[src/rtl/mem_wb_register.sv]
// MEM/WB pipeline register pair with a one-instruction history (t-1) copy.
// Captures the byte pair chosen by the MEM-stage data mux plus writeback
// control, drives the register-file write port, and feeds current and t-1
// values back to the MEM-stage data mux and hazard/forwarding logic.
// Edge priority: reset > flush > stall > normal advance.
// Optional feature: define MEM_WB_RETIRE_CNT_EN to add a 16-bit retire_count
// output that counts valid instructions loaded by normal advances.
module mem_wb_register #(
  parameter int DATA_W     = 8,
  parameter int REG_ADDR_W = 5
) (
  input  logic                  clock,
  input  logic                  reset,
  input  logic                  stall,
  input  logic                  flush,
  input  logic                  valid_in,
  input  logic [DATA_W-1:0]     data_top_in,
  input  logic [DATA_W-1:0]     data_bot_in,
  input  logic                  wb_en_top_in,
  input  logic                  wb_en_bot_in,
  input  logic [REG_ADDR_W-1:0] wb_addr_top_in,
  input  logic [REG_ADDR_W-1:0] wb_addr_bot_in,
  output logic [DATA_W-1:0]     mem_wb_top,
  output logic [DATA_W-1:0]     mem_wb_bot,
  output logic [DATA_W-1:0]     mem_wb_tm1_top,
  output logic [DATA_W-1:0]     mem_wb_tm1_bot,
  output logic                  wb_en_top,
  output logic                  wb_en_bot,
  output logic [REG_ADDR_W-1:0] wb_addr_top,
  output logic [REG_ADDR_W-1:0] wb_addr_bot,
  output logic                  wb_valid,
  output logic                  tm1_wb_en_top,
  output logic                  tm1_wb_en_bot,
  output logic [REG_ADDR_W-1:0] tm1_wb_addr_top,
  output logic [REG_ADDR_W-1:0] tm1_wb_addr_bot,
  output logic                  tm1_valid
`ifdef MEM_WB_RETIRE_CNT_EN
  ,
  output logic [15:0]           retire_count
`endif
);

  // One pipeline slot: the same field set is used for current and t-1.
  typedef struct packed {
    logic [DATA_W-1:0]     top;
    logic [DATA_W-1:0]     bot;
    logic [REG_ADDR_W-1:0] addr_top;
    logic [REG_ADDR_W-1:0] addr_bot;
    logic                  en_top;
    logic                  en_bot;
    logic                  valid;
  } slot_t;

  slot_t cur_q, cur_d;
  slot_t tm1_q, tm1_d;
  logic  advance;

  // A normal advance only happens when neither flush nor stall is asserted.
  assign advance = !flush && !stall;

  // Next-state selection: flush shifts and inserts a bubble, stall holds,
  // otherwise shift and load the qualified MEM-stage inputs.
  always_comb begin
    cur_d = cur_q;
    tm1_d = tm1_q;
    if (flush) begin
      tm1_d = cur_q;
      cur_d = '0;
    end else if (!stall) begin
      tm1_d          = cur_q;
      cur_d.valid    = valid_in;
      cur_d.en_top   = wb_en_top_in & valid_in;
      cur_d.en_bot   = wb_en_bot_in & valid_in;
      cur_d.addr_top = wb_addr_top_in;
      cur_d.addr_bot = wb_addr_bot_in;
      cur_d.top      = valid_in ? data_top_in : '0;
      cur_d.bot      = valid_in ? data_bot_in : '0;
    end
  end

  // Pipeline state registers with synchronous reset to an all-zero bubble.
  always_ff @(posedge clock) begin
    if (reset) begin
      cur_q <= '0;
      tm1_q <= '0;
    end else begin
      cur_q <= cur_d;
      tm1_q <= tm1_d;
    end
  end

  assign mem_wb_top      = cur_q.top;
  assign mem_wb_bot      = cur_q.bot;
  assign wb_en_top       = cur_q.en_top;
  assign wb_en_bot       = cur_q.en_bot;
  assign wb_addr_top     = cur_q.addr_top;
  assign wb_addr_bot     = cur_q.addr_bot;
  assign wb_valid        = cur_q.valid;
  assign mem_wb_tm1_top  = tm1_q.top;
  assign mem_wb_tm1_bot  = tm1_q.bot;
  assign tm1_wb_en_top   = tm1_q.en_top;
  assign tm1_wb_en_bot   = tm1_q.en_bot;
  assign tm1_wb_addr_top = tm1_q.addr_top;
  assign tm1_wb_addr_bot = tm1_q.addr_bot;
  assign tm1_valid       = tm1_q.valid;

`ifdef MEM_WB_RETIRE_CNT_EN
  logic [15:0] retire_count_q, retire_count_d;

  // Count valid instructions loaded by a normal advance; wraps naturally.
  always_comb begin
    retire_count_d = retire_count_q;
    if (advance && valid_in) begin
      retire_count_d = retire_count_q + 16'd1;
    end
  end

  // Retire counter register, cleared by reset.
  always_ff @(posedge clock) begin
    if (reset) begin
      retire_count_q <= '0;
    end else begin
      retire_count_q <= retire_count_d;
    end
  end

  assign retire_count = retire_count_q;
`else
  logic unused_advance;
  assign unused_advance = advance;
`endif

endmodule

[config.mk]
export PLATFORM = sky130hd
export DESIGN_NAME = mem_wb_register
export DESIGN_NICKNAME = d
export VERILOG_FILES = /design/src/rtl/mem_wb_register.sv
export SDC_FILE = /design/constraint.sdc
export NUM_CORES = 1
export LEC_CHECK = 0
export BUFFER_PORTS_ARGS = -buffer_cell sky130_fd_sc_hd__buf_2
export CAP_MARGIN = 20
export CORE_AREA = 2 2 67 75
export DETAILED_ROUTE_END_ITERATION = 10
export DIE_AREA = 0 0 69 77
export HOLD_SLACK_MARGIN = 0.15
export PLACE_DENSITY = 0.75
export SETUP_SLACK_MARGIN = 0.5
export SLEW_MARGIN = 5
export SYNTH_ARGS = -nofsm -noshare
export SYNTH_HDL_FRONTEND = slang
export SYNTH_SLANG_ARGS = --single-unit
[constraint.sdc]
create_clock -name clock -period 1.3 [get_ports clock]
set_clock_uncertainty 0.15 [all_clocks]
set_input_delay 0.26 -clock clock [delete_from_list [all_inputs] [get_ports clock]]
set_output_delay 0.26 -clock clock [all_outputs]
set_load 0.02 [all_outputs]
==> Yosys cells after proc, flatten, opt, wreduce, memory -nomap -nowiden <==
Index checks and enable logic that the tools add are counted.
{ "word_totals": {"input_bits": 33, "reg_bits": 58, "output_inout_bits": 58, "wordCells": 22} }
{ "classes": {"muxes": 4, "bitwise_logic": 2, "n_eq_ne": 1, "reduce_logical": 1} }
{ "ops": {"columns": ["operator", "count"], "rows": [
  ["29-bit two-way mux", 2],
  ["8-bit two-way mux", 2],
  ["1-bit AND", 2],
  ["2-bit by 1-bit != test with 1-bit output, second input constant", 1],
  ["2-bit OR reduction", 1]
]} }

==> Depth between registers and ports, before layout <==
{ "logic_depth": {"word_depth": 2, "ltp_mapped": 5, "depth_no_buf": 3} }

==> Worst setup path before layout <==
OpenSTA, ideal clock, no wires.
{ "synth_path": {"path_kind": "input -> register", "from": "in valid_in", "to": "reg cur_q (netlist bit mem_wb_top[4])", "arrival_time_ns": 0.871, "n_path_buf": 2, "setup_ns": 0.128, "slack_ns": 0.151, "stages": 5, "required_time_ns": 1.022, "path_cell_list": "nor2b_1 buf_2 buf_2 a22oi_1 nor2_1"} }
{ "synth_between": {"elab_chain_len": 1} }
{ "synth_lines": {"columns": ["element", "line_no", "rtl"], "rows": [
  ["start, declared", "16", "input logic valid_in,"],
  ["8-bit two-way mux", "76", "cur_d.top = valid_in ? data_top_in : '0;"],
  ["end signal, assigned", "87", "cur_q <= cur_d;"],
  ["end, declared", "54", "slot_t cur_q, cur_d;"]
]} }
No other way between the ends.
A chain may end at the register's enable or synchronous reset.

==> Final worst setup path <==
{ "layout_path": {"from": "reg tm1_q (netlist bit mem_wb_tm1_top[5])", "to": "out mem_wb_tm1_top[5]"} }
{ "layout_lines": {"columns": ["element", "line_no", "rtl"], "rows": [
  ["start, declared", "55", "slot_t tm1_q, tm1_d;"],
  ["start signal, assigned", "88", "tm1_q <= tm1_d;"],
  ["end, declared", "25", "output logic [DATA_W-1:0] mem_wb_tm1_top,"]
]} }
No word-level cell between the ends.

==> results.md <==
* Antenna Nets Post-Route at 0
* Number of buffers created by CTS at 9
* Clock transition at path regs at 0.07 ns
* VDD IR-drop max at just under 900 uV
* Fin nets at 415
* Syn. warnings at 0
* Largest net degree at the start of global routing at 30
* Fmax at 791 MHz
* Yosys reg bits at 58
* Die height at just under 80 um
* Critical path buffers and inverters at 1
* Initial antenna violation count at 0
* Dominant cell type by area after synthesis: dfxtp_1
* Synth Net Count at 257
* Non-filler cells, final at around 440
* Post-synthesis adder-cell area fraction at 0%
* Design Power at between 4 and 5 mW
* Max-slew violations at 0
* Main combinational cell family by area after synthesis: simple AND/OR/NAND/NOR gates
* Max incr delay on CP at around 0.38 ns
* Hold WC Path Type: in -> reg
* Synthesized area per cell at roughly 8.9 sq um
* CTS H-tree depth at 3
* Post-synthesis simple-gate area fraction at between 10% and 20%
* CTS tree: done
* FFs w/ async S/R, synth at 0%
* Placer Congestion at ~0.76
* Part of the Yosys area used for sequential elements at between 50% and 60%
* Port bufs at 90
* Area growth syn-to-layout at 112%
* GRT overflow at 0
* PwrDens at 966 nW/um^2
* Number of distinct library cells after synthesis at 13
* First-pass GRT wire length at approximately 11,000 um
* Number of synthesized flops with an enable pin at 0
* R2r setup slk at 0.18 ns
* Unrepaired setup endpoints after global routing: yes
* Startpoint types: flop
* Die W at about 70 um
* Maxcap violations at 0
* Cells after DPL at around 360
* Status: finished, final reports clean
* Area fraction of the dominant cell type after synthesis at about 59%
* Most common flop cell mapped by yosys: dfxtp_1
* Worst Path Max Fanout at 2
* Synth Area in XOR/XNOR at 0%
* Max clock buf depth at 2
* Initial drt markers at 228
* Core ar. at 4550 sq um
* Synth top area cells: dfxtp_1 (59%), nand2_1 (11%), a21oi_1 (7.6%), a22oi_1 (6.8%), nor2_1 (5.5%)
* Mux share of post-synthesis cell area at slightly above 5%
* Hold Violations, Final at 0
* Area fraction in compound gates after synthesis at 14.4%
* Drt drc at 0
* Antenna diodes at 0
* Crit path time final at roughly 1.3 ns
* Final setup vio count at 0
* Cell count after synthesis at 224
* DR vias/cell at ~5.6
* Worst-Skew Late Latency at ~0.34 ns
* Drt total wl at between 9000 and 10,000 um
* Fraction of layout cells with a size suffix above 1 at between 80% and 90%
* Slew HR at 66.5%
* WS Path Type: reg -> out
* Critical-path cell list: buf_6
* Vias in the first global route at 2,258
* DR vias at between 2,000 and 2,500
* Filler cells at approximately 140
* Data arrival, critical path at approximately 0.85 ns
* Setup crit end kind: output port
* Initial Utilization at a little over two fifths
* Final Cycle Share at a little over nine tenths
* Leak Pwr at slightly below 2 nW
* Num rows at 26
* Post-DP HPWL at about 3200 um
* CTS Sinks at slightly below 60
* Die area at about 5300 sq um
* WL/cell at around 22 um
* Num ports at between 90 and 100
* Req. time, crit path at 0.89 ns
* Largest delay contributor family on the critical path: flip-flops
* Cell area after synthesis at slightly below 2000 sq um
* Root buffer cell: clkbuf_8
* CP max-delay cell: dfxtp_2
* GRT Total Usage at around a quarter
* Drt first pass iters at 4
* Commonest cells post-synth: dfxtp_1 (58), nand2_1 (58), a21oi_1 (30)
* Pin slew with the least headroom to its limit at just over 0.5 ns
==> where the power goes <==
part	switching [mW]	internal [mW]	leakage (nW)
combinational	0.319	0.292	1.34
sequential	0.0356	1.82	0.498
clock	0.759	0.845	0.0965
total	1.11	2.96	1.93
==> registers in the layout (all words and copies together), names as in the netlist, 5 cells and up <==
register and count:
mem_wb_tm1_bot 8, wb_addr_top 5, mem_wb_bot 8, tm1_wb_addr_top 5, tm1_wb_addr_bot 5, mem_wb_tm1_top 8, wb_addr_bot 5, mem_wb_top 8
==> final cells by class <==
class	instances	area (sq um)	share of cell area, %
sequential	58	1230	29.3
multi-input combinational	152	1160	27.6
timing repair buffer	161	1560	37.1
clock inverter	2	10.0	0.238
clock buffer	14	173	4.10
tap	56	70.1	1.66
==> timing repair <==
action | in CTS | in global routing
endpoints found under the setup margin | 116 | 116
setup buffers | 34 | 28
endpoints found under the hold margin | 28 | 28
cloned | 6 | 0
resized for setup | 199 | 68
pin swaps | 60 | 32
==> stage by stage <==
stage	setup TNS [ns]	hold slack, ns	worst slack (ns)	util (%)	area (sq um)
3_3_place_gp	-10.13	0.285	-0.293	57.0	2590
4_1_cts	0	0.00163	0.0778	82.3	3750
5_1_grt	0	-0.0143	0.000891	92.5	4210
2_1_floorplan	0	0.245	0.219	-	2200
3_5_place_dp	-11.73	0.289	-0.354	57.0	2590
6_report	0	0.00248	0.0351	92.5	4210
==> routing by layer <==
| metal | vias up | track usage (%) | share of wire (%) | wire, um |
|---|---|---|---|---|
| met4 | 0 | 15.1 | 5.1 | 508 |
| met5 | - | 0 | 0 | 0 |
| li1 | 1069 | - | - | - |
| met1 | 1225 | 28.4 | 37 | 3670 |
| met3 | 46 | 5.12 | 6.6 | 655 |
| met2 | 153 | 48.2 | 51 | 5090 |
==> tightest hold or removal path, stage by stage <==
cell	delay [ns]
buf_2	0.07
mux2i_1	0.05
nor2_1	0.07
==> cells in the final DEF (no fill, tap or decap) <==
master and count:
mux2i_1 10, buf_16 1, nand2_1 19, nand2_4 16, buf_4 30, clkinv_2 2
buf_8 4, or2_4 1, a22oi_2 18, buf_2 31, clkbuf_8 12, a21oi_1 4
nand2b_2 1, nor2_1 29, clkbuf_1 2, a21oi_2 26, dfxtp_2 58, nor2b_4 2
buf_12 3, nand2_2 23, buf_6 92, nand2b_4 3
==> final timing paths <==
path,start,to,cells past startpoint
setup reg to reg,mem_wb_bot[3],mem_wb_bot[3],4
hold reg to reg,tm1_wb_addr_bot[0],tm1_wb_addr_bot[0],2
hold / removal,wb_addr_bot_in[2],wb_addr_bot[2],3
setup / recovery,mem_wb_tm1_top[5],mem_wb_tm1_top[5],1
==> kinds of logic after synthesis <==
family | after synthesis
buffers and inverters | 17
and+or+nand+nor | 91
AOI/OAI and AO/OA | 48
DFF | 58
muxes | 10
Note: power is estimated with default switching activity, not from simulation.
